[src/rtl/vga_pkg.sv]
// Shared definitions for the VGA timing / pattern blocks.
// Holds the pattern encodings, the 640x480@60 default timing and the counter width.
// No logic; imported by vga_timing and vga_pattern_gen.
package vga_pkg;

    // Column/row counters are this wide; the total raster must fit in it.
    localparam int CNT_W     = 10;
    localparam int MAX_COUNT = 1 << CNT_W;

    // 640x480 @ 60 Hz default timing (25 MHz pixel clock).
    localparam int DEF_ACTIVE_COLS = 640;
    localparam int DEF_ACTIVE_ROWS = 480;
    localparam int DEF_H_FP        = 16;
    localparam int DEF_H_SYNC      = 96;
    localparam int DEF_H_BP        = 48;
    localparam int DEF_V_FP        = 10;
    localparam int DEF_V_SYNC      = 2;
    localparam int DEF_V_BP        = 33;

    typedef enum logic [2:0] {
        PAT_BLACK   = 3'd0,
        PAT_WHITE   = 3'd1,
        PAT_HALF    = 3'd2,
        PAT_BARS    = 3'd3,
        PAT_CHECKER = 3'd4,
        PAT_BORDER  = 3'd5,
        PAT_MOVING  = 3'd6,
        PAT_RSVD    = 3'd7
    } pattern_e;

endpackage

[src/rtl/vga_timing.sv]
// Raster counters plus combinational sync / active / frame-marker decode.
// Latency: decode is combinational from the counter flops (registered by the parent).
// Backpressure: none, free-running at one pixel per clock.
// Ports: i_Clk, i_Rst (async, active high); o_Col/o_Row current counters;
//        o_HSync/o_VSync active-low syncs; o_Active visible area;
//        o_Frame_Start at (0,0); o_Frame_End at the last pixel of the frame.
module vga_timing
    import vga_pkg::*;
#(
    parameter int ACTIVE_COLS = DEF_ACTIVE_COLS,
    parameter int ACTIVE_ROWS = DEF_ACTIVE_ROWS,
    parameter int H_FP        = DEF_H_FP,
    parameter int H_SYNC      = DEF_H_SYNC,
    parameter int H_BP        = DEF_H_BP,
    parameter int V_FP        = DEF_V_FP,
    parameter int V_SYNC      = DEF_V_SYNC,
    parameter int V_BP        = DEF_V_BP
) (
    input  logic             i_Clk,
    input  logic             i_Rst,
    output logic [CNT_W-1:0] o_Col,
    output logic [CNT_W-1:0] o_Row,
    output logic             o_HSync,
    output logic             o_VSync,
    output logic             o_Active,
    output logic             o_Frame_Start,
    output logic             o_Frame_End
);

    localparam int TOTAL_COLS = ACTIVE_COLS + H_FP + H_SYNC + H_BP;
    localparam int TOTAL_ROWS = ACTIVE_ROWS + V_FP + V_SYNC + V_BP;
    localparam int HS_START   = ACTIVE_COLS + H_FP;
    localparam int HS_END     = HS_START + H_SYNC;
    localparam int VS_START   = ACTIVE_ROWS + V_FP;
    localparam int VS_END     = VS_START + V_SYNC;
    localparam logic [CNT_W-1:0] ONE = CNT_W'(1);

    logic [CNT_W-1:0] col_q, col_d;
    logic [CNT_W-1:0] row_q, row_d;
    logic             last_col;
    logic             last_row;

    always_comb begin
        last_col = (int'(col_q) == TOTAL_COLS - 1);
        last_row = (int'(row_q) == TOTAL_ROWS - 1);
        col_d    = col_q + ONE;
        row_d    = row_q;
        if (last_col) begin
            col_d = '0;
            row_d = last_row ? '0 : row_q + ONE;
        end
    end

    always_ff @(posedge i_Clk or posedge i_Rst) begin
        if (i_Rst) begin
            col_q <= '0;
            row_q <= '0;
        end else begin
            col_q <= col_d;
            row_q <= row_d;
        end
    end

    // Comparisons are done in int so ranges touching the counter limit cannot wrap.
    assign o_Col         = col_q;
    assign o_Row         = row_q;
    assign o_HSync       = !(int'(col_q) >= HS_START && int'(col_q) < HS_END);
    assign o_VSync       = !(int'(row_q) >= VS_START && int'(row_q) < VS_END);
    assign o_Active      = (int'(col_q) < ACTIVE_COLS) && (int'(row_q) < ACTIVE_ROWS);
    assign o_Frame_Start = (col_q == '0) && (row_q == '0);
    assign o_Frame_End   = last_col && last_row;

endmodule

[src/rtl/vga_pattern_gen.sv]
// VGA timing plus runtime-selectable test-pattern engine, pin-ready outputs.
// Latency: one clock from counter value to every output (all in one register stage).
// Backpressure: none; the raster free-runs, i_Pattern is only sampled at pixel (0,0).
// Ports: i_Clk, i_Rst (async, active high), i_Pattern (3b select);
//        o_HSync/o_VSync active low, o_Red/o_Grn/o_Blu colour, o_Active,
//        o_Frame_Start pulse with pixel (0,0), o_Col/o_Row output pixel coordinates.
module vga_pattern_gen
    import vga_pkg::*;
#(
    parameter int VIDEO_WIDTH = 3,
    parameter int ACTIVE_COLS = DEF_ACTIVE_COLS,
    parameter int ACTIVE_ROWS = DEF_ACTIVE_ROWS,
    parameter int H_FP        = DEF_H_FP,
    parameter int H_SYNC      = DEF_H_SYNC,
    parameter int H_BP        = DEF_H_BP,
    parameter int V_FP        = DEF_V_FP,
    parameter int V_SYNC      = DEF_V_SYNC,
    parameter int V_BP        = DEF_V_BP,
    parameter int CHK_LOG2    = 5,
    parameter int BAR_W       = 32,
    parameter int BAR_STEP    = 4
) (
    input  logic                   i_Clk,
    input  logic                   i_Rst,
    input  logic [2:0]             i_Pattern,
    output logic                   o_HSync,
    output logic                   o_VSync,
    output logic [VIDEO_WIDTH-1:0] o_Red,
    output logic [VIDEO_WIDTH-1:0] o_Grn,
    output logic [VIDEO_WIDTH-1:0] o_Blu,
    output logic                   o_Active,
    output logic                   o_Frame_Start,
    output logic [CNT_W-1:0]       o_Col,
    output logic [CNT_W-1:0]       o_Row
);

    localparam int TOTAL_COLS = ACTIVE_COLS + H_FP + H_SYNC + H_BP;
    localparam int TOTAL_ROWS = ACTIVE_ROWS + V_FP + V_SYNC + V_BP;
    localparam int BAR_COLS   = ACTIVE_COLS / 8;
    localparam logic [VIDEO_WIDTH-1:0] FULL = '1;
    localparam logic [CNT_W-1:0] STEP_C = CNT_W'(BAR_STEP);

    if (TOTAL_COLS > MAX_COUNT || TOTAL_ROWS > MAX_COUNT) begin : g_chk_total
        $error("vga_pattern_gen: total raster exceeds the counter range");
    end
    if (ACTIVE_COLS % 8 != 0) begin : g_chk_cols
        $error("vga_pattern_gen: ACTIVE_COLS must be a multiple of 8");
    end
    if (BAR_W > ACTIVE_COLS) begin : g_chk_bar
        $error("vga_pattern_gen: BAR_W wider than the active area");
    end

    logic [CNT_W-1:0] t_col, t_row;
    logic             t_hsync, t_vsync, t_active, t_frame_start, t_frame_end;

    vga_timing #(
        .ACTIVE_COLS(ACTIVE_COLS), .ACTIVE_ROWS(ACTIVE_ROWS),
        .H_FP(H_FP), .H_SYNC(H_SYNC), .H_BP(H_BP),
        .V_FP(V_FP), .V_SYNC(V_SYNC), .V_BP(V_BP)
    ) u_timing (
        .i_Clk         (i_Clk),
        .i_Rst         (i_Rst),
        .o_Col         (t_col),
        .o_Row         (t_row),
        .o_HSync       (t_hsync),
        .o_VSync       (t_vsync),
        .o_Active      (t_active),
        .o_Frame_Start (t_frame_start),
        .o_Frame_End   (t_frame_end)
    );

    pattern_e         pattern_q, pattern_d;
    logic [CNT_W-1:0] bar_pos_q, bar_pos_d;
    logic [2:0]       bar_idx;
    logic             in_bar;

    logic                   hsync_q, hsync_d;
    logic                   vsync_q, vsync_d;
    logic [VIDEO_WIDTH-1:0] red_q, red_d;
    logic [VIDEO_WIDTH-1:0] grn_q, grn_d;
    logic [VIDEO_WIDTH-1:0] blu_q, blu_d;
    logic                   active_q, active_d;
    logic                   frame_start_q, frame_start_d;
    logic [CNT_W-1:0]       col_q, col_d;
    logic [CNT_W-1:0]       row_q, row_d;

    // pattern_d feeds the colour decode directly, so a select sampled at (0,0)
    // already governs that pixel and stays frozen for the rest of the frame.
    // bar_pos steps on the last pixel of a frame, so the new position is in the
    // flop when (0,0) is coloured; the first frame after reset draws at 0.
    always_comb begin
        pattern_d = pattern_q;
        if (t_frame_start) begin
            pattern_d = pattern_e'(i_Pattern);
        end
        bar_pos_d = bar_pos_q;
        if (t_frame_end) begin
            if (int'(bar_pos_q) + BAR_STEP > ACTIVE_COLS - BAR_W) begin
                bar_pos_d = '0;
            end else begin
                bar_pos_d = bar_pos_q + STEP_C;
            end
        end
    end

    // Vertical-bar index from seven constant edge comparators; the lowest
    // edge the column is below wins.
    always_comb begin
        bar_idx = 3'd7;
        for (int k = 6; k >= 0; k--) begin
            if (int'(t_col) < (k + 1) * BAR_COLS) begin
                bar_idx = 3'(k);
            end
        end
        in_bar = (int'(t_col) >= int'(bar_pos_q)) &&
                 (int'(t_col) < int'(bar_pos_q) + BAR_W);
    end

    always_comb begin
        red_d = '0;
        grn_d = '0;
        blu_d = '0;
        if (t_active) begin
            case (pattern_d)
                PAT_WHITE: begin
                    red_d = FULL; grn_d = FULL; blu_d = FULL;
                end
                PAT_HALF: begin
                    red_d = FULL;
                    if (int'(t_col) < ACTIVE_COLS / 2) grn_d = FULL;
                end
                PAT_BARS: begin
                    red_d = {VIDEO_WIDTH{bar_idx[2]}};
                    grn_d = {VIDEO_WIDTH{bar_idx[1]}};
                    blu_d = {VIDEO_WIDTH{bar_idx[0]}};
                end
                PAT_CHECKER: begin
                    if (t_col[CHK_LOG2] ^ t_row[CHK_LOG2]) begin
                        red_d = FULL; grn_d = FULL; blu_d = FULL;
                    end
                end
                PAT_BORDER: begin
                    if (t_col == '0 || int'(t_col) == ACTIVE_COLS - 1 ||
                        t_row == '0 || int'(t_row) == ACTIVE_ROWS - 1) begin
                        red_d = FULL; grn_d = FULL; blu_d = FULL;
                    end
                end
                PAT_MOVING: begin
                    blu_d = FULL;
                    if (in_bar) begin
                        red_d = FULL; grn_d = FULL;
                    end
                end
                default: ;
            endcase
        end
        hsync_d       = t_hsync;
        vsync_d       = t_vsync;
        active_d      = t_active;
        frame_start_d = t_frame_start;
        col_d         = t_col;
        row_d         = t_row;
    end

    always_ff @(posedge i_Clk or posedge i_Rst) begin
        if (i_Rst) begin
            pattern_q     <= PAT_BLACK;
            bar_pos_q     <= '0;
            hsync_q       <= 1'b1;
            vsync_q       <= 1'b1;
            red_q         <= '0;
            grn_q         <= '0;
            blu_q         <= '0;
            active_q      <= 1'b0;
            frame_start_q <= 1'b0;
            col_q         <= '0;
            row_q         <= '0;
        end else begin
            pattern_q     <= pattern_d;
            bar_pos_q     <= bar_pos_d;
            hsync_q       <= hsync_d;
            vsync_q       <= vsync_d;
            red_q         <= red_d;
            grn_q         <= grn_d;
            blu_q         <= blu_d;
            active_q      <= active_d;
            frame_start_q <= frame_start_d;
            col_q         <= col_d;
            row_q         <= row_d;
        end
    end

    assign o_HSync       = hsync_q;
    assign o_VSync       = vsync_q;
    assign o_Red         = red_q;
    assign o_Grn         = grn_q;
    assign o_Blu         = blu_q;
    assign o_Active      = active_q;
    assign o_Frame_Start = frame_start_q;
    assign o_Col         = col_q;
    assign o_Row         = row_q;

endmodule

[config.mk]
export PLATFORM = sky130hd
export DESIGN_NAME = vga_pattern_gen
export DESIGN_NICKNAME = d
export VERILOG_FILES = /design/src/rtl/vga_pkg.sv /design/src/rtl/vga_timing.sv /design/src/rtl/vga_pattern_gen.sv
export SDC_FILE = /design/constraint.sdc
export NUM_CORES = 1
export LEC_CHECK = 0
export ABC_AREA = 1
export BUFFER_PORTS_ARGS = -buffer_cell sky130_fd_sc_hd__buf_2
export CAP_MARGIN = 15
export CORE_MARGIN = 2
export CORE_UTILIZATION = 63
export CTS_BUF_LIST = sky130_fd_sc_hd__clkbuf_16
export DETAILED_ROUTE_END_ITERATION = 16
export GPL_TIMING_DRIVEN = 0
export PLACE_DENSITY = 0.95
export SYNTH_ARGS = -nofsm -noshare
export SYNTH_HDL_FRONTEND = slang
export SYNTH_HIERARCHICAL = 1
export SYNTH_SLANG_ARGS = --single-unit
[constraint.sdc]
create_clock -name i_Clk -period 3.6 [get_ports i_Clk]
set_clock_uncertainty 0.15 [all_clocks]
set_input_delay 0.18 -clock i_Clk [delete_from_list [all_inputs] [get_ports i_Clk]]
set_output_delay 0.18 -clock i_Clk [all_outputs]
set_load 0.01 [all_outputs]
==> flow_summary.toml <==
[status]
run_status = "completed"

[worst_setup_path]
r2r_slack_ns = 0.70
timing.rr.end = "o_Grn[1]"
crit_arrival_ns = 2.97
rr_worst_depth = 17
crit_reg_reg_startpoint = "u_timing/o_Row[0]"
worstSetupPathType = "reg2reg"
worstSetupEndpointType = "flop"
critical_path_required_ns = 3.67
startpoint_type = "flop"
critical_path.max_fanout = 7

[clocking]
cts_max_level = 3
ctsRootBufferMaster = "clkbuf_16"
cts_buffer_depth = 2
worst_setup_hold_path_clk_slew_ns = 0.05
numCtsBuffers = 9
clock_tree_sinks = 58
post_cts_setup_buffers = 0
cts_tree = "built"
clk-insertion-delay-late_ns = 0.33

[final_layout]
fin_nets = 531
mostFrequentLayoutCell = "nand2_1"
insertedDiodeCount = 0
multi_input_area_mm2 = 0.00171
post_route_cells_drive_above_1_share_pct = 19.8
final_cell_mix = "nand2_1 (122), inv_1 (71), dfrtp_1 (56), nor2_1 (50), buf_2 (38)"
syn2layout_area_growth_pct = 17.7
regArea_mm2 = 0.00145
num-fill-cells = 344

[power_and_ir_drop]
power.density_mw_per_mm2 = 374
vdd.ir_drop.worst_mv = 0.331
leakage_nw = 2.21
fin_total_pwr_w = 0.00154

[detailed_routing]
via_count = 3269
detail_route.wirelength_mm = 8.38
mean_number_of_vias_per_cell = 5.61
antenna_violating_nets_post_route = 0
detailedRoute.firstPassIterationCount = 6
remaining_drc_errors = 0
route.detailed.wl_per_inst_um = 14.4
detail_route.iter0.violations = 359

[logic_synthesis]
synthesis.area_per_instance_um2 = 7.70
syn_area_mm2 = 0.00350
seq_area_frac_synth_pct = 41.6
synth_enable_flop_cells = 0
yosys.area.top_type = "dfrtp_1"
yosys_most_used_dff = "dfrtp_1"
yosysWarningCount = 6
synth_fp_nets = 479
synth_cell_type_count = 31
synth_top_cell_area_share_pct = 40.1
synthesis.instances = 454
async_set_or_reset_register_ratio_after_synthesis_pct = 100
synth.ff_latch_count = 58
synthTopCellsByArea = "dfrtp_1 (40%), nand2_1 (13%), inv_1 (7.5%)"

[die]
floorplan.rows = 27
top_level_ports = 38
die_width_um = 78.5
die_area_mm2 = 0.00616
floorplan.initialDensity_pct = 64.3
coreArea_mm2 = 0.00544
die_h_um = 78.5

[sta]
fin_hold_ws_ns = 0.0317
tns_ns = 0
grt_setup_unrepaired = "false"
setup_viol = 0
max_slew_violations = 0
fin_crit_ns = 2.90
worst_pin_slew_ns = 0.797
period_share_pct = 80.5
hold_viol_final = 0
max_slew_margin_pct = 46.8
fmax_ghz = 0.345

[global_routing]
global_route.usage.total_pct = 30.0
gr-total-overflow = 0
number_of_global_route_vias_before_repair = 3249
number_of_antenna_violations_at_the_first_check_in_global_routing = 0
first_pass_grt_wire_length_mm = 14.4
grt_start_max_net_pins = 25

[hold_path]
hold_path_class = "in2reg"
timing.hold.worst.start = "i_Pattern[1]"
whs_path_depth = 3
hold_path_end = "pattern_q[1]"

[job]
max_cap_viol_count = 0

[placed_design]
count_of_input_and_output_buffers = 37
final_estimated_routing_congestion_in_global_placement = 0.879
dp_hpwl_mm = 5.49
how the worst max path moves through the flow:
stage,from,to
after CTS,u_timing/o_Row[0],o_Grn[1]
after global routing,u_timing/o_Row[0],o_Red[1]
after detailed placement,u_timing/o_Row[0],o_Grn[1]
after global placement,u_timing/o_Row[0],o_Red[1]
after floorplan,u_timing/o_Row[0],o_Red[1]
final,u_timing/o_Row[0],o_Grn[1]
state kept, by name, indices dropped and copies added, names as in the netlist:
name	cells
u_timing/o_Col	10
bar_pos_q	8
o_HSync	1
o_Col	10
o_Blu	1
o_Grn	1
o_Red	1
pattern_q	3
o_Frame_Start	1
u_timing/o_Row	10
o_Active	1
o_VSync	1
o_Row	10
layer usage:
metal / global-route usage [%] / wire length (um)
met5: 0 / 0
met4: 14.7 / 323
met3: 7.24 / 691
met2: 49.9 / 4120
met1: 36.7 / 3250
area by class of cell:
type | instances | area share, %
multi-input combinational | 314 | 41.5
clock inverter | 7 | 1.49
tap | 72 | 2.19
timing repair buffer | 41 | 5.90
buffer | 7 | 1.22
inverter | 75 | 6.90
sequential | 58 | 35.3
clock buffer | 9 | 5.47
critical path, cell delays in order (launching register included):
cell and delay [ns]:
dfrtp_1 0.48, inv_1 0.16, ha_1 0.19, nand2_1 0.09, nor3_1 0.16, nand4_1 0.11
nor2_1 0.46, nand2_1 0.14, nand2_2 0.15, inv_2 0.07, nand2_1 0.06, nand2_1 0.05
nand2_1 0.10, nand2_1 0.06, nor2_1 0.10, nand3_1 0.12, nand2_1 0.08, inv_1 0.04
where the power goes:
part           internal [W]  total (W)  switching [W]
clock network      0.000526   0.000814       0.000288
logic             0.0000272  0.0000639      0.0000367
registers          0.000658   0.000661     0.00000273
total               0.00121    0.00154       0.000327
logic make-up after synthesis:
logic type      share of synthesized area, %
compound gates                          6.59
xor+xnor                                3.76
fa+ha+maj                               7.16
buf+inv                                 9.56
flops                                   41.6
simple gates                            31.4
through the flow:
step / worst slack, ns / util [%] / cell area, um2 / std cells
finish: 0.702 / 75.7 / 4120 / 583
detailed placement: 0.867 / 69.8 / 3800 / 564
global placement: 1.02 / 69.3 / 3770 / 563
global route: 0.455 / 75.7 / 4120 / 583
floorplan: 1.39 / - / 3500 / 454
CTS: 0.790 / 75.7 / 4120 / 583
Yosys cell counts (5+ instances only):
master	instances
a21oi_1	10
nand2_2	5
nor2_2	10
buf_4	6
xor2_1	15
o21ai_2	6
nand4_1	9
nand2_1	122
nor3_1	8
dfrtp_1	56
nand3_1	25
o21ai_0	13
ha_1	20
inv_1	70
nor2_1	50
what timing repair did:
| action | CTS | global route |
|---|---|---|
| hold endpoints to repair | 36 | 0 |
| hold buffers | 3 | 0 |
| gates resized for setup | 0 | 0 |
Note: power is estimated with default switching activity, not from simulation.
